[config.mk]
export PLATFORM = sky130hd
export DESIGN_NAME = mmc_irq_counter_flat
export DESIGN_NICKNAME = d
export VERILOG_FILES = /design/src/rtl/mmc_irq_counter_if.sv /design/src/rtl/mmc_irq_counter.sv /design/src/flat_wrapper.sv
export SDC_FILE = /design/constraint.sdc
export NUM_CORES = 1
export LEC_CHECK = 0
export ABC_AREA = 1
export ABC_CLOCK_PERIOD_IN_PS = 1800
export BUFFER_PORTS_ARGS = -buffer_cell sky130_fd_sc_hd__buf_2
export CAP_MARGIN = 20
export CELL_PAD_IN_SITES_DETAIL_PLACEMENT = 0
export CELL_PAD_IN_SITES_GLOBAL_PLACEMENT = 1
export CORE_MARGIN = 5
export CORE_UTILIZATION = 37
export CTS_CLUSTER_DIAMETER = 40
export DETAILED_ROUTE_END_ITERATION = 7
export HOLD_SLACK_MARGIN = 0.08
export PLACE_DENSITY = 0.79
export REMOVE_ABC_BUFFERS = 1
export SLEW_MARGIN = 40
export SYNTH_ARGS = -nofsm -noshare
export SYNTH_HDL_FRONTEND = slang
export SYNTH_SLANG_ARGS = --single-unit
export TNS_END_PERCENT = 20
[constraint.sdc]
create_clock -name m2 -period 1.8 [get_ports m2]
set_input_delay 0.18 -clock m2 [delete_from_list [all_inputs] [get_ports m2]]
set_output_delay 0.18 -clock m2 [all_outputs]
set_load 0.005 [all_outputs]
[src/rtl/mmc_irq_counter_if.sv]
// Register-write, save-state load and save-state readback bundle between a
// mapper's register decode and its IRQ counter.
interface mmc_irq_counter_if #(
    parameter int CNT_W = 8
);
    logic             reg_we;
    logic [1:0]       reg_sel;
    logic [CNT_W-1:0] reg_dat;
    logic             ss_ld;
    logic [CNT_W-1:0] ss_ctr;
    logic [2:0]       ss_flags;
    logic [CNT_W-1:0] ctr;
    logic [2:0]       flags;

    modport master (
        output reg_we, reg_sel, reg_dat, ss_ld, ss_ctr, ss_flags,
        input  ctr, flags
    );

    modport slave (
        input  reg_we, reg_sel, reg_dat, ss_ld, ss_ctr, ss_flags,
        output ctr, flags
    );
endinterface

[src/rtl/mmc_irq_counter.sv]
// MMC3-family scanline/cycle IRQ counter: filtered-A12 or M2-prescaled events,
// Rev A / Rev B reload rule, save-state load and readback.
module mmc_irq_counter #(
    parameter int CNT_W    = 8,
    parameter int FILT_LEN = 4,
    parameter int PRESC    = 4,
    parameter int PRESC_W  = 2
) (
    input  logic               m2,
    input  logic               map_rst,
    input  logic               ppu_a12,
    input  logic               mode_b,
    input  logic               cyc_mode,
    mmc_irq_counter_if.slave   bus,
    output logic               irq
);

    typedef enum logic [1:0] {
        SEL_LATCH  = 2'd0,
        SEL_RELOAD = 2'd1,
        SEL_ACK    = 2'd2,
        SEL_EN     = 2'd3
    } reg_sel_e;

    logic [CNT_W-1:0]    ctr_q, ctr_d;
    logic [CNT_W-1:0]    latch_q, latch_d;
    logic                en_q, en_d;
    logic                pend_q, pend_d;
    logic                reload_q, reload_d;
    logic [PRESC_W-1:0]  presc_q, presc_d;
    logic [FILT_LEN-1:0] filt_q, filt_d;

    logic             a12_evt;
    logic             cyc_evt;
    logic             evt;
    logic [CNT_W-1:0] nxt;

    always_comb begin
        // NOTE: every signal gets a default first so no path through the
        // if/case below can leave one unassigned and infer a latch.
        ctr_d    = ctr_q;
        latch_d  = latch_q;
        en_d     = en_q;
        pend_d   = pend_q;
        reload_d = reload_q;

        filt_d  = (filt_q << 1) | FILT_LEN'(ppu_a12);
        a12_evt = ppu_a12 & (filt_q == '0);

        cyc_evt = cyc_mode & (presc_q == PRESC_W'(PRESC - 1));
        if (!cyc_mode || cyc_evt) presc_d = '0;
        else                      presc_d = presc_q + PRESC_W'(1);

        evt = cyc_mode ? cyc_evt : a12_evt;
        nxt = (reload_q || ctr_q == '0) ? latch_q : ctr_q - CNT_W'(1);

        if (evt) begin
            ctr_d    = nxt;
            reload_d = 1'b0;
            // Rev A only fires on a real count-down or an explicit reload.
            if (en_q && nxt == '0 && (mode_b || ctr_q != '0 || reload_q))
                pend_d = 1'b1;
        end

        // Writes land after the event so they win on every field they touch.
        if (bus.reg_we) begin
            unique case (reg_sel_e'(bus.reg_sel))
                SEL_LATCH:  latch_d = bus.reg_dat;
                SEL_RELOAD: begin
                    ctr_d    = '0;
                    reload_d = 1'b1;
                    if (cyc_mode) presc_d = '0;
                end
                SEL_ACK: begin
                    en_d   = 1'b0;
                    pend_d = 1'b0;
                end
                SEL_EN:     en_d = 1'b1;
            endcase
        end

        // Save-state restore overrides the counter and flags only; the latch,
        // filter and prescaler carry on as normal.
        if (bus.ss_ld) begin
            ctr_d                    = bus.ss_ctr;
            {en_d, pend_d, reload_d} = bus.ss_flags;
        end
    end

    always_ff @(negedge m2 or posedge map_rst) begin
        if (map_rst) begin
            ctr_q    <= '0;
            latch_q  <= '0;
            en_q     <= 1'b0;
            pend_q   <= 1'b0;
            reload_q <= 1'b0;
            presc_q  <= '0;
            // All ones so an A12 already high at reset release is not an edge.
            filt_q   <= '1;
        end else begin
            // NOTE: non-blocking assignments so every register samples the
            // pre-edge values computed above, independent of statement order.
            ctr_q    <= ctr_d;
            latch_q  <= latch_d;
            en_q     <= en_d;
            pend_q   <= pend_d;
            reload_q <= reload_d;
            presc_q  <= presc_d;
            filt_q   <= filt_d;
        end
    end

    assign irq       = pend_q;
    assign bus.ctr   = ctr_q;
    assign bus.flags = {en_q, pend_q, reload_q};

endmodule
[src/flat_wrapper.sv]
// flat-port wrapper written by rule: the top's interface ports become plain ports
module mmc_irq_counter_flat 
#(
    parameter int CNT_W    = 8,
    parameter int FILT_LEN = 4,
    parameter int PRESC    = 4,
    parameter int PRESC_W  = 2
)
  (m2, map_rst, ppu_a12, mode_b, cyc_mode, irq, bus_reg_we, bus_reg_sel, bus_reg_dat, bus_ss_ld, bus_ss_ctr, bus_ss_flags, bus_ctr, bus_flags);
  mmc_irq_counter_if #(.CNT_W(CNT_W)) bus_i ();
  input  logic m2;
  input  logic map_rst;
  input  logic ppu_a12;
  input  logic mode_b;
  input  logic cyc_mode;
  output logic irq;
  input wire logic [$bits(bus_i.reg_we)-1:0] bus_reg_we;
  input wire logic [$bits(bus_i.reg_sel)-1:0] bus_reg_sel;
  input wire logic [$bits(bus_i.reg_dat)-1:0] bus_reg_dat;
  input wire logic [$bits(bus_i.ss_ld)-1:0] bus_ss_ld;
  input wire logic [$bits(bus_i.ss_ctr)-1:0] bus_ss_ctr;
  input wire logic [$bits(bus_i.ss_flags)-1:0] bus_ss_flags;
  output wire logic [$bits(bus_i.ctr)-1:0] bus_ctr;
  output wire logic [$bits(bus_i.flags)-1:0] bus_flags;
  assign bus_i.reg_we = bus_reg_we;
  assign bus_i.reg_sel = bus_reg_sel;
  assign bus_i.reg_dat = bus_reg_dat;
  assign bus_i.ss_ld = bus_ss_ld;
  assign bus_i.ss_ctr = bus_ss_ctr;
  assign bus_i.ss_flags = bus_ss_flags;
  assign bus_ctr = bus_i.ctr;
  assign bus_flags = bus_i.flags;
  mmc_irq_counter #(.CNT_W(CNT_W), .FILT_LEN(FILT_LEN), .PRESC(PRESC), .PRESC_W(PRESC_W)) u_core (.m2(m2), .map_rst(map_rst), .ppu_a12(ppu_a12), .mode_b(mode_b), .cyc_mode(cyc_mode), .bus(bus_i), .irq(irq));
endmodule
==> results of run 1 <==
-- state kept, by name, indices dropped and copies added (netlist names) --
name             cells
u_core.bus.ctr       8
u_core.filt_q        4
u_core.irq           1
u_core.presc_q       2
u_core.en_q          1
u_core.latch_q       8
u_core.reload_q      1
-- cell type report --
type                    instances  share of cell area (%)
clock inverters                 4                  0.7772
repair buffers                 57                   17.29
inverters                      33                   6.412
clock buffers                   4                   3.433
flip-flops and latches         25                   32.64
multi-input cells             137                   36.20
well taps                      50                   3.238
-- cells by family (layout without fill, tap and decap cells) --
family                     count (synthesis)  count (layout)
xor gates and xnor gates                   1               1
adders and majority gates                  3               3
buffers and inverters                     40              98
AOI/OAI and AO/OA                         30              30
DFF                                       25              25
muxes                                      2               2
and+or+nand+nor                          101             101
-- routing by layer --
| metal | up-vias | part of all wire [%] |
|---|---|---|
| met1 | 597 | 47 |
| met5 | - | 0 |
| li1 | 740 | - |
| met3 | 5 | 5.0 |
| met2 | 29 | 47 |
| met4 | 0 | 1.3 |
-- worst min-delay path by stage --
stage / endpoint / slack [ns]
final: u_core.filt_q[3]$_DFF_NP1_ / 0.36
after global routing: u_core.filt_q[2]$_DFF_NP1_ / 0.35
after CTS: u_core.filt_q[3]$_DFF_NP1_ / 0.36
after detailed placement: u_core.filt_q[2]$_DFF_NP1_ / 0.36
after global placement: u_core.filt_q[2]$_DFF_NP1_ / 0.36
after floorplan: u_core.presc_q[0]$_DFF_NP0_ / 0.35
-- layout by cell type, fill, tap and decap left out, drive strengths merged --
master / instances
buf: 57
dfstp: 4
inv: 37
nand4: 1
mux2: 2
xnor2: 1
nor2: 27
ha: 3
o21ai: 14
nand3: 13
nand2: 60
clkbuf: 4
a21oi: 16
dfrtn: 21
-- through the flow --
stage,setup WS [ns],setup TNS [ns],util [%]
3_5_place_dp,-0.2447,-3.228,46.46
4_1_cts,-0.1274,-1.266,48.62
5_1_grt,-0.1662,-1.728,49.00
6_report,-0.1146,-1.154,49.00
2_1_floorplan,-0.4475,-3.390,-
3_3_place_gp,-0.2426,-3.072,46.46
-- what timing repair did --
item,in CTS,in global routing
setup endpoints to repair,12,21
gates resized for setup,0,5
hold endpoints to repair,0,0
setup buffers,1,0
-- power by group through the flow --
stage / combinational (mW) / clock, mW / sequential (mW)
2_1_floorplan: 0.255 / 0.0173 / 0.691
3_3_place_gp: 0.436 / 0.0173 / 0.676
3_5_place_dp: 0.440 / 0.0173 / 0.677
4_1_cts: 0.446 / 0.477 / 0.666
5_1_grt: 0.516 / 0.499 / 0.674
6_report: 0.445 / 0.465 / 0.666
-- Yosys cell counts --
library cell  number  share of area [%]
dfstp_2            4                7.1
nand2_8            1                1.4
inv_1             32                8.1
buf_4              3                1.5
o21ai_1            2               0.68
nand2_1           53                 13
inv_2              2               0.51
nand3_1           13                4.4
nor2_4             3                2.3
nor2_1            22                5.6
nand4_1            1               0.42
dfrtn_1           21                 35
xnor2_1            1               0.59
o21ai_0           10                3.4
clkbuf_1           2               0.51
nor2_2             2               0.84
nand2_4            1               0.76
nand2_2            5                2.1
mux2_2             2                1.5
buf_2              1               0.34
o21ai_2            2                1.2
ha_1               3                2.5
a21oi_1           16                5.4
==> flow_metrics.tcl, run 1 <==
set metrics [dict create \
    path_class "flop to primary output" \
    worst_pin_slew_ns 0.2315 \
    leakagePower_nw 1.093 \
    slew_viol_final 0 \
    die_area_sq_um 5369 \
    cp_slowest_cell "dfrtn_1" \
    totalPowerFinal_mw 1.575 \
    layoutNonFillerInstCount 310 \
    grt_pass1_wl_mm 5.920 \
    hold_violations 0 \
    numPlacedInstances 302 \
    gp_congestion 0.8339 \
    grt_pass1_vias 1333 \
    whs_ns 0.3575 \
    die_y_microns 73.28 \
    cts_root_buf "clkbuf_8" \
    synth_top_family_by_area "simple AND/OR/NAND/NOR gates" \
    regArea_sq_um 630.6 \
    htreeDepth 1 \
    grt_max_degree 15 \
    fin_skew_ns 0.06120 \
    worst_ep_arrival_time_ns 1.73 \
    holdPathStages 0 \
    p_sw_share_pct 31.35 \
    crit_path_end "bus_ctr[2]" \
    drive_above_1_share_pct 33.08 \
    grt_most_used_layer "met2" \
    status "finished with violations" \
    multi_input_area_sq_um 699.4 \
    antenna_found_initial 0 \
    p_int_mw 1.081 \
    drc 0 \
    worstSetupStartpointType "flop" \
    crit_path_start "u_core.bus.ctr[2]$_DFF_NP0_" \
    cp_num_cells 1 \
    core_sq_um 3943 \
    violations "setup timing" \
    ir_drop_mv 0.4224 \
    synthCells 202 \
    insertion_delay_ns 0.34 \
    cp_top_family "flip-flops" \
    syn-cell-area_sq_um 1481 \
    crit_required_ns 1.62 \
    holdCritStartpoint "u_core.filt_q[2]$_DFF_NP1_" \
    ctsHoldBuffers 0 \
    p_comb_share_pct 28.2 \
    synth_compound_gate_area_share_pct 10.64 \
    synthSimpleGateAreaFrac_pct 31.17 \
    synth_area_per_cell_sq_um 7.334 \
    num_antenna_cells 0 \
    track_usage_pct 14.21 \
    fillers 400 \
    ys_ff_latch 25 \
    overflow 0 \
    cts.clk_slew.worst_paths_ns 0.06 \
    cp_cell_sequence "buf_2" \
    path_buf_inv 1 \
    switchingPower_mw 0.4938 \
    r2r_slack_ns 0.13 \
    yosysSeqAreaShare_pct 42.57 \
    port_buffers 39 \
    ys_types 23 \
    post_dp_cell_area_sq_um 1832 \
    post-route-cell-area_sq_um 1932 \
    fp.dieW_microns 73.28 \
    drt_iter0_drc 44 \
    numCtsBuffers 3 \
    totalWireLength_mm 3.533 \
    area_delta_synth_final_pct 30.41 \
    ant_nets 0 \
    endpoint_kind "primary output" \
    ys_warn_count 0 \
    synth_fa_ha_area_share_pct 2.534 \
    synth-xor-area-share_pct 0.5912 \
    nNetsFinal 292 \
    grt_use_met2_pct 22.34 \
    relSlewSlack_pct 84.56 \
    power_density_nw_per_um2 815.3 \
    p_clk_share_pct 29.5 \
    hp-class "flop to flop" \
    cts_num_sinks 25 \
    initial_core_util_pct 37.58 \
    fin_ws_ns -0.1146 \
    grtUsageMet3_pct 2.462 \
    grt_setup_unrepaired "yes" \
    vias_per_cell 4.423 \
    r2r_end "u_core.irq$_DFF_NP0_" \
    finalSetupViolCount 12 \
    route.vias.total 1371 \
    met1_usage_pct 19.66 \
    first_pass_iters 4 \
    synthMuxAreaShare_pct 1.520 \
    num_rows 23 \
    reg2regPathDepth 15 \
    ios 40 \
    path_max_fanout 2 \
    wl_per_cell_microns 11.40 \
    cp_slowest_stage_delay_ns 0.43 \
    tritoncts "done" \
    p_seq_share_pct 42.3 \
    worstReg2RegStart "u_core.bus.ctr[1]$_DFF_NP0_" \
    cts.path.max_buffers 2 \
    maxCapViolCount 0 \
    place_hpwl_mm 2.833 \
]
Power figures use the tool's default switching activity.
==> run 2: changes to the inputs <==
--- a/config.mk
+++ b/config.mk
@@ -17,6 +17,7 @@
 export DETAILED_ROUTE_END_ITERATION = 7
 export HOLD_SLACK_MARGIN = 0.08
 export PLACE_DENSITY = 0.79
+export RECOVER_POWER = 25
 export REMOVE_ABC_BUFFERS = 1
 export SLEW_MARGIN = 40
 export SYNTH_ARGS = -nofsm -noshare
==> run 2 against run 1 <==
Net effect:
- the run still ends with setup timing left
- via count is 0.22% higher
- power decreased by 0.13%
- worst setup slack is essentially flat
- final cell count unchanged
- count of clock-buffer cells in the layout unchanged
- critical path type unchanged
- clock power is essentially flat
- register-to-register slack is essentially flat
- non-clock buffer count did not move
- sequential power barely moved
==> flow_metrics.tcl, run 2 (same netlist as run 1, synthesis figures left out) <==
set metrics [dict create \
    status "finished with violations" \
    violations "setup timing" \
    drc 0 \
    area_delta_synth_final_pct 30.07 \
    worst_pin_slew_ns 0.5297 \
    place_hpwl_mm 2.833 \
    vias_per_cell 4.432 \
    layout_common_cells "nand2_1 (52), buf_2 (38), inv_1 (34)" \
    core_sq_um 3943 \
    cp_slowest_cell "dfrtn_1" \
    cp_num_cells 1 \
    leakagePower_nw 1.085 \
    drive_above_1_share_pct 31.54 \
    hp-class "flop to flop" \
    relSlewSlack_pct 64.68 \
    numPlacedInstances 302 \
    grt_max_degree 15 \
    cts.path.max_buffers 2 \
    numCtsBuffers 3 \
    antenna_found_initial 0 \
    tritoncts "done" \
    track_usage_pct 14.21 \
    worstReg2RegStart "u_core.bus.ctr[1]$_DFF_NP0_" \
    grt_pass1_wl_mm 5.920 \
    first_pass_iters 4 \
    crit_required_ns 1.62 \
    fin_ws_ns -0.1145 \
    cp_cell_sequence "buf_2" \
    pre_cts_ws_ns -0.2447 \
    path_class "flop to primary output" \
    cp_top_family "flip-flops" \
    grt_pass1_vias 1333 \
    port_buffers 39 \
    num_antenna_cells 0 \
    ir_drop_mv 0.4206 \
    fp.dieW_microns 73.28 \
    ant_nets 0 \
    cp_slowest_stage_delay_ns 0.43 \
    holdPathStages 0 \
    route.vias.total 1374 \
    path_buf_inv 1 \
    totalPowerFinal_mw 1.573 \
    r2r_slack_ns 0.13 \
    post_dp_cell_area_sq_um 1832 \
    endpoint_kind "primary output" \
    die_y_microns 73.28 \
    fillers 398 \
    layoutNonFillerInstCount 310 \
    finalSetupViolCount 12 \
    grt_setup_unrepaired "yes" \
    reg2regPathDepth 15 \
    initial_core_util_pct 37.58 \
    worst_ep_arrival_time_ns 1.73 \
    post-route-cell-area_sq_um 1927 \
    cts_root_buf "clkbuf_8" \
    insertion_delay_ns 0.34 \
    worstSetupStartpointType "flop" \
    num_rows 23 \
    crit_path_start "u_core.bus.ctr[2]$_DFF_NP0_" \
    htreeDepth 1 \
    cts_num_sinks 25 \
    maxCapViolCount 0 \
    fin_skew_ns 0.06131 \
    nNetsFinal 292 \
    totalWireLength_mm 3.538 \
    hold_violations 0 \
    gp_congestion 0.8339 \
    ios 40 \
    drt_iter0_drc 44 \
    cts.clk_slew.worst_paths_ns 0.06 \
    die_area_sq_um 5369 \
    finalSetupTns_ns -1.155 \
    power_density_nw_per_um2 816.3 \
    holdCritStartpoint "u_core.filt_q[2]$_DFF_NP1_" \
    final_common_cell "nand2_1" \
    path_max_fanout 2 \
    slew_viol_final 0 \
    wl_per_cell_microns 11.41 \
    overflow 0 \
]
run 2: changes by cell type in the layout (fill, tap and decap cells not counted):
cell	before	now
buf_2	39	38
clkbuf_1	0	2
dfstp_1	0	2
buf_4	17	16
dfstp_2	4	2
run 2: per-layer routing:
layer  global-route usage, %  up-vias  share of wire, %
met1                   19.66      599                47
met5                       0        -                 0
met3                   2.462        5               5.0
met2                   22.34       29                47
met4                   4.918        0               1.3
li1                        -      741                 -
run 2: per-stage QoR:
step           hold WS [ns]  util [%]
6_report             0.3632     48.87
5_1_grt              0.3588     48.87
4_1_cts              0.3568     48.62
3_5_place_dp         0.3584     46.46
3_3_place_gp         0.3557     46.46
2_1_floorplan        0.3482         -
run 2: worst paths after layout:
check / endpoint
max: bus_ctr[2]
min: u_core.filt_q[3]$_DFF_NP1_
max reg2reg: u_core.irq$_DFF_NP0_
min reg2reg: u_core.filt_q[3]$_DFF_NP1_
max in group asynchronous: u_core.irq$_DFF_NP0_
min in group asynchronous: u_core.latch_q[6]$_DFFE_NP0P_
run 2: power breakdown:
part | internal (mW) | switching, mW | total [mW]
combinational | 0.188 | 0.255 | 0.443
sequential | 0.637 | 0.0276 | 0.665
clock | 0.254 | 0.211 | 0.465
run 2: layout make-up:
| cell class | count | area (sq um) | area share [%] |
|---|---|---|---|
| clock buffer | 4 | 66.31 | 3.442 |
| clock inverter | 4 | 15.01 | 0.7792 |
| tap | 50 | 62.56 | 3.247 |
| multi-input combinational | 137 | 699.4 | 36.30 |
| sequential | 25 | 630.6 | 32.73 |
| inverter | 33 | 123.9 | 6.429 |
| timing repair buffer | 57 | 329.1 | 17.08 |
run 2: what timing repair did:
item	CTS	global route
gates resized for setup	0	5
hold buffers	0	0
setup buffers	1	0
endpoints found under the setup margin	12	21
run 2: worst register-to-register path: stages (launching register included):
cell and delay [ns]:
dfrtn_1 0.36, inv_1 0.12, ha_1 0.19, nand2_1 0.09
nor2_4 0.11, nand2_4 0.08, nand2_8 0.10, nand2_1 0.06
nand2_1 0.07, inv_1 0.04, nand3_1 0.07, nor2_1 0.04
nand2_1 0.06, nand2_1 0.05, nand2_1 0.05, nand2_1 0.04
==> run 3: changes to the inputs <==
--- a/config.mk
+++ b/config.mk
@@ -23,4 +23,3 @@
 export SYNTH_ARGS = -nofsm -noshare
 export SYNTH_HDL_FRONTEND = slang
 export SYNTH_SLANG_ARGS = --single-unit
-export TNS_END_PERCENT = 20
==> run 3 against run 2 <==
Net effect:
- the flow still finishes with violations (setup timing)
- global-route usage is the same
- register-to-register slack lost 0.07 ns
- core utilization increased by 0.25 points
- first-iteration DRC count rose by 25%
- routed wire length up 0.17%
- critical path depth stayed put
- count of clock-buffer cells in the layout unchanged
- cell area grew 0.52%
- critical endpoint unchanged
- largest cell class unchanged
- largest power group unchanged
==> flow_metrics.tcl, run 3 (same netlist as run 1, synthesis figures left out) <==
set metrics [dict create \
    ir_drop_mv 0.4185 \
    ant_nets 0 \
    drc 0 \
    path_class "flop to primary output" \
    cts_num_sinks 25 \
    cp_cell_sequence "buf_2" \
    final_util_pct 49.13 \
    final_common_cell "nand2_1" \
    cts.path.max_buffers 2 \
    finalSetupTns_ns -1.110 \
    power_density_nw_per_um2 814.0 \
    relSlewSlack_pct 65.06 \
    fin_ws_ns -0.1124 \
    die_area_sq_um 5369 \
    numPlacedInstances 302 \
    maxCapViolCount 0 \
    layout_common_cells "nand2_1 (52), buf_2 (38), inv_1 (34)" \
    gp_congestion 0.8339 \
    initial_core_util_pct 37.58 \
    fillers 396 \
    fin_skew_ns 0.06182 \
    hold_violations 0 \
    cp_top_family "flip-flops" \
    status "finished with violations" \
    antenna_found_initial 0 \
    vias_per_cell 4.415 \
    insertion_delay_ns 0.34 \
    wl_per_cell_microns 11.40 \
    grt_setup_unrepaired "yes" \
    core_sq_um 3943 \
    first_pass_iters 4 \
    num_antenna_cells 0 \
    place_hpwl_mm 2.833 \
    crit_required_ns 1.62 \
    grt_pass1_wl_mm 5.920 \
    grt_pass1_vias 1335 \
    finalSetupViolCount 12 \
    worstSetupStartpointType "flop" \
    ios 40 \
    port_buffers 39 \
    overflow 0 \
    post_dp_cell_area_sq_um 1832 \
    route.vias.total 1373 \
    num_rows 23 \
    fp.dieW_microns 73.28 \
    layoutNonFillerInstCount 311 \
    die_y_microns 73.28 \
    cp_slowest_stage_delay_ns 0.43 \
    cp_slowest_cell "dfrtn_1" \
    totalWireLength_mm 3.544 \
    worst_pin_slew_ns 0.5241 \
    violations "setup timing" \
    ctsHoldBuffers 0 \
    post-route-cell-area_sq_um 1937 \
    path_max_fanout 2 \
    worst_ep_arrival_time_ns 1.73 \
    numCtsBuffers 3 \
    path_buf_inv 1 \
    endpoint_kind "primary output" \
    totalPowerFinal_mw 1.577 \
    nNetsFinal 293 \
    area_delta_synth_final_pct 30.74 \
    leakagePower_nw 1.088 \
    grt_max_degree 15 \
    htreeDepth 1 \
    drive_above_1_share_pct 32.18 \
    track_usage_pct 14.21 \
    slew_viol_final 0 \
    tritoncts "done" \
    hp-class "flop to flop" \
    cts.clk_slew.worst_paths_ns 0.06 \
    drt_iter0_drc 55 \
    cts_root_buf "clkbuf_8" \
]
[run 3: cell types whose count changed in the layout (fill, tap and decap cells not counted)]
cell / before / now
o21ai_0: 10 / 5
buf_4: 16 / 17
o21ai_1: 1 / 6
ha_2: 0 / 1
ha_1: 3 / 2
[run 3: cell type report]
| cell class | count | area (sq um) | area share [%] |
|---|---|---|---|
| repair buffers | 58 | 336.6 | 17.38 |
| multi-input cells | 137 | 701.9 | 36.24 |
| inverters | 33 | 123.9 | 6.395 |
| well taps | 50 | 62.56 | 3.230 |
| clock inverters | 4 | 15.01 | 0.7752 |
| clock buffers | 4 | 66.31 | 3.424 |
| flip-flops and latches | 25 | 630.6 | 32.56 |
[run 3: routing by layer]
metal	track usage, %	up-vias	share of wire, %
met5	0	-	0
met4	4.918	0	1.3
met3	2.462	5	5.0
met2	22.34	29	47
met1	19.66	598	47
li1	-	741	-
[run 3: final timing paths]
kind                                        startpoint                             to  slack, ns  cells after the start
min                         u_core.filt_q[2]$_DFF_NP1_     u_core.filt_q[3]$_DFF_NP1_       0.36                      0
min in group asynchronous                      map_rst  u_core.latch_q[6]$_DFFE_NP0P_       0.83                      3
max reg2reg                u_core.bus.ctr[1]$_DFF_NP0_           u_core.irq$_DFF_NP0_       0.06                     16
min reg2reg                 u_core.filt_q[2]$_DFF_NP1_     u_core.filt_q[3]$_DFF_NP1_       0.36                      0
max                        u_core.bus.ctr[2]$_DFF_NP0_                     bus_ctr[2]      -0.11                      1
max in group asynchronous                      map_rst           u_core.irq$_DFF_NP0_       0.50                      3
[run 3: metrics by stage]
stage / hold WS (ns) / setup WS, ns
3_5_place_dp: 0.3584 / -0.2447
5_1_grt: 0.3588 / -0.1662
2_1_floorplan: 0.3482 / -0.4475
3_3_place_gp: 0.3557 / -0.2426
4_1_cts: 0.3568 / -0.1274
6_report: 0.3595 / -0.1124
[run 3: where the power goes]
group | internal [mW] | switching, mW
sequential | 0.637 | 0.0269
combinational | 0.193 | 0.259
clock | 0.254 | 0.207
[run 3: timing repair]
item / CTS / global route
gates resized for setup: 0 / 11
buffers inserted: 2 / 0
endpoints found under the setup margin: 12 / 21
[run 3: worst register-to-register path, stage by stage (launching register included)]
cell     delay [ns]
dfrtn_1        0.35
buf_4          0.14
inv_2          0.07
ha_2           0.18
nand2_1        0.08
nor2_4         0.10
nand2_4        0.08
nand2_8        0.11
nand2_1        0.06
nand2_1        0.07
inv_1          0.04
nand3_1        0.07
nor2_1         0.04
nand2_1        0.06
nand2_1        0.05
nand2_1        0.05
nand2_1        0.04
